$ cat src/rtl/mul_share_ctrl.sv
// mul_share_ctrl: round-robin sequencer sharing one external 4x4 multiplier between two requesters
module mul_share_ctrl #(
    parameter int MUL_LAT = 0,
    parameter int ACC_W   = 12
) (
    input  logic             clk,
    input  logic             rst,
    input  logic             req0_valid,
    output logic             req0_ready,
    input  logic [3:0]       req0_a,
    input  logic [3:0]       req0_b,
    input  logic             req0_op,
    input  logic             req0_acc_clr,
    input  logic             req1_valid,
    output logic             req1_ready,
    input  logic [3:0]       req1_a,
    input  logic [3:0]       req1_b,
    input  logic             req1_op,
    input  logic             req1_acc_clr,
    output logic [3:0]       mul_m,
    output logic [3:0]       mul_q,
    input  logic [7:0]       mul_p,
    output logic             res_valid,
    input  logic             res_ready,
    output logic [ACC_W-1:0] res_data,
    output logic             res_id,
    output logic             busy
);
    localparam int CW = (MUL_LAT > 0) ? $clog2(MUL_LAT + 1) : 1;
    typedef enum logic [1:0] {IDLE, EXEC, RESP} state_t;
    state_t           state;
    logic             last_grant, grant, id_r, op_r, cap;
    logic [CW-1:0]    cnt;
    logic [ACC_W-1:0] acc0, acc1, p_ext, acc_base, acc_new;
    // arbitration, capture timing and the accumulate path (a clear in the capture cycle zeroes the base)
    always_comb begin
        grant      = (req0_valid && req1_valid) ? !last_grant : req1_valid;
        req0_ready = (state == IDLE) && req0_valid && !grant;
        req1_ready = (state == IDLE) && req1_valid && grant;
        cap        = (state == EXEC) && (cnt == CW'(MUL_LAT));
        p_ext      = ACC_W'(mul_p);
        acc_base   = id_r ? (req1_acc_clr ? '0 : acc1) : (req0_acc_clr ? '0 : acc0);
        acc_new    = acc_base + p_ext;
    end
    // sequencer: accept one op, hold operands until the product is due, then present the result
    always_ff @(posedge clk or posedge rst) begin
        if (rst) begin
            state      <= IDLE;
            last_grant <= 1'b1;
            id_r       <= 1'b0;
            op_r       <= 1'b0;
            cnt        <= '0;
            acc0       <= '0;
            acc1       <= '0;
            mul_m      <= '0;
            mul_q      <= '0;
            res_valid  <= 1'b0;
            res_data   <= '0;
            res_id     <= 1'b0;
            busy       <= 1'b0;
        end else begin
            if (req0_acc_clr) acc0 <= '0;
            if (req1_acc_clr) acc1 <= '0;
            case (state)
                IDLE: if (req0_ready || req1_ready) begin
                    id_r       <= grant;
                    last_grant <= grant;
                    op_r       <= grant ? req1_op : req0_op;
                    mul_m      <= grant ? req1_a : req0_a;
                    mul_q      <= grant ? req1_b : req0_b;
                    cnt        <= '0;
                    busy       <= 1'b1;
                    state      <= EXEC;
                end
                EXEC: if (cap) begin
                    mul_m     <= '0;
                    mul_q     <= '0;
                    res_valid <= 1'b1;
                    res_id    <= id_r;
                    res_data  <= op_r ? acc_new : p_ext;
                    if (op_r && !id_r) acc0 <= acc_new;
                    if (op_r && id_r) acc1 <= acc_new;
                    state     <= RESP;
                end else begin
                    cnt <= cnt + CW'(1);
                end
                RESP: if (res_ready) begin
                    res_valid <= 1'b0;
                    busy      <= 1'b0;
                    state     <= IDLE;
                end
                default: state <= IDLE;
            endcase
        end
    end
endmodule

$ cat config.mk
export PLATFORM = sky130hd
export DESIGN_NAME = mul_share_ctrl
export DESIGN_NICKNAME = d
export VERILOG_FILES = /design/src/rtl/mul_share_ctrl.sv
export SDC_FILE = /design/constraint.sdc
export NUM_CORES = 1
export LEC_CHECK = 0
export ABC_AREA = 1
export CAP_MARGIN = 20
export CORE_ASPECT_RATIO = 1.4
export CORE_MARGIN = 2
export CORE_UTILIZATION = 45
export CTS_CLUSTER_SIZE = 24
export DETAILED_ROUTE_END_ITERATION = 8
export GPL_TIMING_DRIVEN = 1
export HOLD_SLACK_MARGIN = 0.1
export PLACE_DENSITY = 0.71
export SKIP_LAST_GASP = 1
export SYNTH_ARGS = -nofsm -noshare
export SYNTH_HDL_FRONTEND = slang
export SYNTH_SLANG_ARGS = --single-unit
$ cat constraint.sdc
create_clock -name clk -period 2.7 [get_ports clk]
set_input_delay 0.54 -clock clk [delete_from_list [all_inputs] [get_ports clk]]
set_output_delay 0.54 -clock clk [all_outputs]
set_load 0.01 [all_outputs]
==> metrics.txt <==
# TYPE chip_impl_metric gauge
chip_impl_info{name="status",value="finished, final reports clean"} 1
chip_impl_info{name="clock_tree.root_cell",value="sky130_fd_sc_hd__clkbuf_8"} 1
chip_impl_info{name="synth_largest_area_cell",value="sky130_fd_sc_hd__dfrtp_1"} 1
chip_impl_metric{name="drt-initial-drc-count",unit=""} 148
chip_impl_metric{name="grt_pass1_vias",unit=""} 2881
chip_impl_info{name="hold_removal_path_class",value="reg2reg"} 1
chip_impl_metric{name="antenna_found_initial",unit=""} 0
chip_impl_metric{name="htreeDepth",unit=""} 2
chip_impl_metric{name="finalSetupViolations",unit=""} 0
chip_impl_metric{name="postSynthNetCount",unit=""} 456
chip_impl_metric{name="start_util",unit=""} 0.466
chip_impl_metric{name="timing.clock.skew",unit="ns"} 0.00422
chip_impl_metric{name="wire_length_of_the_first_global_routing_pass",unit="µm"} 13300
chip_impl_metric{name="power_report.internal_total",unit="mW"} 2.26
chip_impl_metric{name="fill_cells",unit=""} 614
chip_impl_metric{name="stdcell_count",unit=""} 572
chip_impl_info{name="synthTopCellsByCount",value="115 x sky130_fd_sc_hd__nand2_1, 52 x sky130_fd_sc_hd__dfrtp_1, 46 x sky130_fd_sc_hd__nand3_1, 44 x sky130_fd_sc_hd__nor2_1, 41 x sky130_fd_sc_hd__inv_1"} 1
chip_impl_info{name="crit_path_end_kind",value="output port"} 1
chip_impl_metric{name="synth-seq-area-share",unit=""} 0.434
chip_impl_metric{name="top_level_ports",unit=""} 58
chip_impl_metric{name="power_leakage",unit="nW"} 2.00
chip_impl_metric{name="synthArstFlopShare",unit=""} 1.00
chip_impl_info{name="rsz0062_at_grt",value="no"} 1
chip_impl_metric{name="fin_util",unit=""} 0.612
chip_impl_metric{name="power.combinational.fraction",unit=""} 0.527
chip_impl_metric{name="setup_slack",unit="ns"} 0.225
chip_impl_metric{name="worst_setup_hold_path_clk_slew",unit="ns"} 0.10
chip_impl_metric{name="die_h",unit="µm"} 102
chip_impl_metric{name="yosysUniqueCellTypes",unit=""} 33
chip_impl_metric{name="clock_insertion_delay_worst_skew",unit="ns"} 0.31
chip_impl_metric{name="clock_power_share",unit=""} 0.147
chip_impl_metric{name="fmaxAchievable",unit="MHz"} 404
chip_impl_info{name="synth_area_leaders",value="sky130_fd_sc_hd__dfrtp_1 43%, sky130_fd_sc_hd__nand2_1 14%, sky130_fd_sc_hd__nand3_1 7.5%"} 1
chip_impl_metric{name="timing.final.crit_period",unit="ns"} 2.48
chip_impl_metric{name="yosys_register_bits",unit=""} 53
chip_impl_metric{name="drc",unit=""} 0
chip_impl_metric{name="synth_area",unit="mm²"} 0.00306
chip_impl_metric{name="p_sw_frac",unit=""} 0.409
chip_impl_metric{name="gp_congestion",unit=""} 0.932
chip_impl_metric{name="track_usage",unit=""} 0.234
chip_impl_metric{name="post_drt_via_cell_ratio",unit=""} 5.04
chip_impl_metric{name="die_w",unit="µm"} 73.7
chip_impl_metric{name="slowest_delay",unit="ns"} 0.55
chip_impl_metric{name="preCtsSetupSlack",unit="ns"} -0.239
chip_impl_metric{name="worstMarginPinSlew",unit="ns"} 0.582
chip_impl_metric{name="avg_synthesized_cell_area",unit="µm²"} 7.40
chip_impl_metric{name="power_frac_seq",unit=""} 0.326
chip_impl_metric{name="place.port_buffers",unit=""} 57
chip_impl_info{name="cpMaxStageDelayCell",value="sky130_fd_sc_hd__clkdlybuf4s50_1"} 1
chip_impl_metric{name="placed_cells_incl_taps",unit=""} 564
chip_impl_metric{name="route.antenna.remaining_nets",unit=""} 0
chip_impl_metric{name="route.final.wire_length",unit="µm"} 7950
chip_impl_metric{name="arrival",unit="ns"} 1.94
chip_impl_metric{name="largest_net_degree_at_the_start_of_global_routing",unit=""} 28
chip_impl_metric{name="min_period_over_period",unit=""} 0.917
chip_impl_metric{name="synthesis.yosys.warnings",unit=""} 0
chip_impl_metric{name="synth_edf_count",unit=""} 0
chip_impl_info{name="tritoncts",value="yes"} 1
chip_impl_metric{name="cap_violations",unit=""} 0
chip_impl_metric{name="cp_data_required_time",unit="ns"} 2.16
chip_impl_info{name="commonest_register_cell_after_synthesis",value="sky130_fd_sc_hd__dfrtp_1"} 1
chip_impl_metric{name="cts.sinks",unit=""} 53
chip_impl_metric{name="final_layout_size_suffix_gt1_frac",unit=""} 0.135
chip_impl_metric{name="p_total",unit="mW"} 3.83
chip_impl_info{name="hp-start",value="last_grant$_DFFE_PP1P_"} 1
chip_impl_metric{name="clock_path_buffers",unit=""} 2
chip_impl_metric{name="synth_cells",unit=""} 413
chip_impl_metric{name="total_clock_buffers_created_by_cts",unit=""} 5
chip_impl_metric{name="num_rows",unit=""} 35
chip_impl_metric{name="dp.final_hpwl",unit="µm"} 6150
chip_impl_metric{name="timing.final.hold_violations",unit=""} 0
chip_impl_metric{name="yosysTopAreaCellShare",unit=""} 0.426
chip_impl_metric{name="fin_setup_tns",unit="ns"} 0
chip_impl_info{name="post-synth-top-count-cell",value="sky130_fd_sc_hd__nand2_1"} 1
chip_impl_metric{name="power_per_cell_area",unit="mW/mm²"} 952
chip_impl_metric{name="syn2layout_area_growth",unit="%"} 31.4
chip_impl_metric{name="slew_headroom",unit=""} 0.611
chip_impl_metric{name="die_area",unit="mm²"} 0.00748
chip_impl_info{name="timing.critical_path.from",value="req0_valid"} 1
chip_impl_metric{name="power.switching",unit="mW"} 1.56
chip_impl_metric{name="final_net_count",unit=""} 540
chip_impl_metric{name="dr.pass1.iters",unit=""} 4
chip_impl_metric{name="slew_violations",unit=""} 0
chip_impl_metric{name="cts.repair_timing.setup_buffer_count",unit=""} 0
chip_impl_metric{name="routed_wire_length_per_instance",unit="µm"} 13.9
chip_impl_metric{name="crit_path_max_fanout",unit=""} 3
chip_impl_metric{name="worst_ir_drop_vdd",unit="mV"} 0.561
chip_impl_metric{name="routed-via-count",unit=""} 2883
chip_impl_info{name="crit_path_cell_trace",value="clkdlybuf4s50_1, nand2_1, nand2_1, clkinv_1, nor2_1, clkdlybuf4s50_1"} 1
chip_impl_info{name="setup.worst_path.start_class",value="primary input"} 1
chip_impl_info{name="timing.setup.critical_path_class",value="in2out"} 1
chip_impl_metric{name="floorplan.core_area",unit="mm²"} 0.00657
chip_impl_metric{name="n_diodes",unit=""} 0
chip_impl_metric{name="grt_overflow_total",unit=""} 0
chip_impl_info{name="rr_startpoint",value="id_r$_DFFE_PP0P_"} 1
## final timing paths
kind                                           to  slack [ns]  cells past startpoint
setup reg to reg                acc0[7]$_DFF_PP0_        0.55                     12
max in group asynchronous       acc1[5]$_DFF_PP0_        1.55                      3
min in group asynchronous   res_valid$_DFFE_PP0P_        0.60                      2
setup / recovery                       req0_ready        0.22                      6
hold reg to reg            last_grant$_DFFE_PP1P_        0.47                      2
hold / removal             last_grant$_DFFE_PP1P_        0.47                      2
## timing repair
action | 4_1_cts | 5_1_grt
gates resized for setup | 0 | 5
hold buffers | 0 | 0
setup endpoints to repair | 0 | 21
## per-stage QoR
stage | cell area, µm² | hold slack [ns]
finish | 4020 | 0.467
global route | 4020 | 0.492
CTS | 4010 | 0.470
detailed placement | 3900 | 0.455
global placement | 3900 | 0.456
floorplan | 3060 | 0.442
## metal layers
| layer | share of wire | track usage | vias to the layer above |
|---|---|---|---|
| met5 | 0 | 0 | - |
| met4 | 0.027 | 0.109 | 0 |
| met3 | 0.049 | 0.0428 | 16 |
| met2 | 0.51 | 0.414 | 74 |
| met1 | 0.41 | 0.268 | 1304 |
| li1 | - | - | 1489 |
## final cells by class
cell class / count / area [µm²] / area share
timing repair buffer: 89 / 826 / 0.205
clock inverter: 2 / 38.8 / 0.00965
sequential: 53 / 1330 / 0.330
inverter: 50 / 188 / 0.0467
tap: 74 / 92.6 / 0.0230
clock buffer: 6 / 72.6 / 0.0181
multi-input combinational: 298 / 1470 / 0.367
## power groups by stage
stage / Sequential, mW / Clock (mW) / Combinational [mW]
3_5_place_dp: 1.26 / 0 / 2.03
4_1_cts: 1.25 / 0.575 / 2.04
3_3_place_gp: 1.26 / 0 / 2.00
2_1_floorplan: 1.31 / 0 / 1.15
6_report: 1.25 / 0.563 / 2.02
5_1_grt: 1.28 / 0.597 / 2.26
## flip-flops by register name (all words and copies together) (netlist names), 2 cells and up
| signal | cells |
|---|---|
| state | 2 |
| mul_q | 4 |
| acc0 | 12 |
| acc1 | 12 |
| res_data | 12 |
| mul_m | 4 |
## logic make-up after synthesis
logic type,synth area share
and+or+nand+nor,0.303
AOI/OAI and AO/OA,0.132
buffers and inverters,0.0847
DFF,0.434
adders and majority gates,0.0434
xor gates and xnor gates,0.00286
## cells in the final DEF, fill, tap and decap left out, types with 2 or more instances in the layout
cell / instances
sky130_fd_sc_hd__buf_4: 31
sky130_fd_sc_hd__ha_1: 9
sky130_fd_sc_hd__o21ai_0: 34
sky130_fd_sc_hd__clkdlybuf4s50_1: 56
sky130_fd_sc_hd__clkinv_1: 2
sky130_fd_sc_hd__o21a_1: 4
sky130_fd_sc_hd__inv_2: 8
sky130_fd_sc_hd__a21oi_1: 10
sky130_fd_sc_hd__or2_2: 2
sky130_fd_sc_hd__nor2_1: 43
sky130_fd_sc_hd__clkbuf_8: 5
sky130_fd_sc_hd__nand4_1: 2
sky130_fd_sc_hd__a31oi_1: 2
sky130_fd_sc_hd__inv_1: 40
sky130_fd_sc_hd__o21ai_1: 5
sky130_fd_sc_hd__nand2_1: 115
sky130_fd_sc_hd__o21ai_2: 8
sky130_fd_sc_hd__and2_1: 2
sky130_fd_sc_hd__nand3_1: 46
sky130_fd_sc_hd__dfrtp_1: 52
sky130_fd_sc_hd__nor2_2: 6
## worst max-delay path: cells and delay by family
kind | cells | cell delay, ns
buffers and inverters | 3 | 1.13
and+or+nand+nor | 3 | 0.28
(Power assumes the default switching activity.)
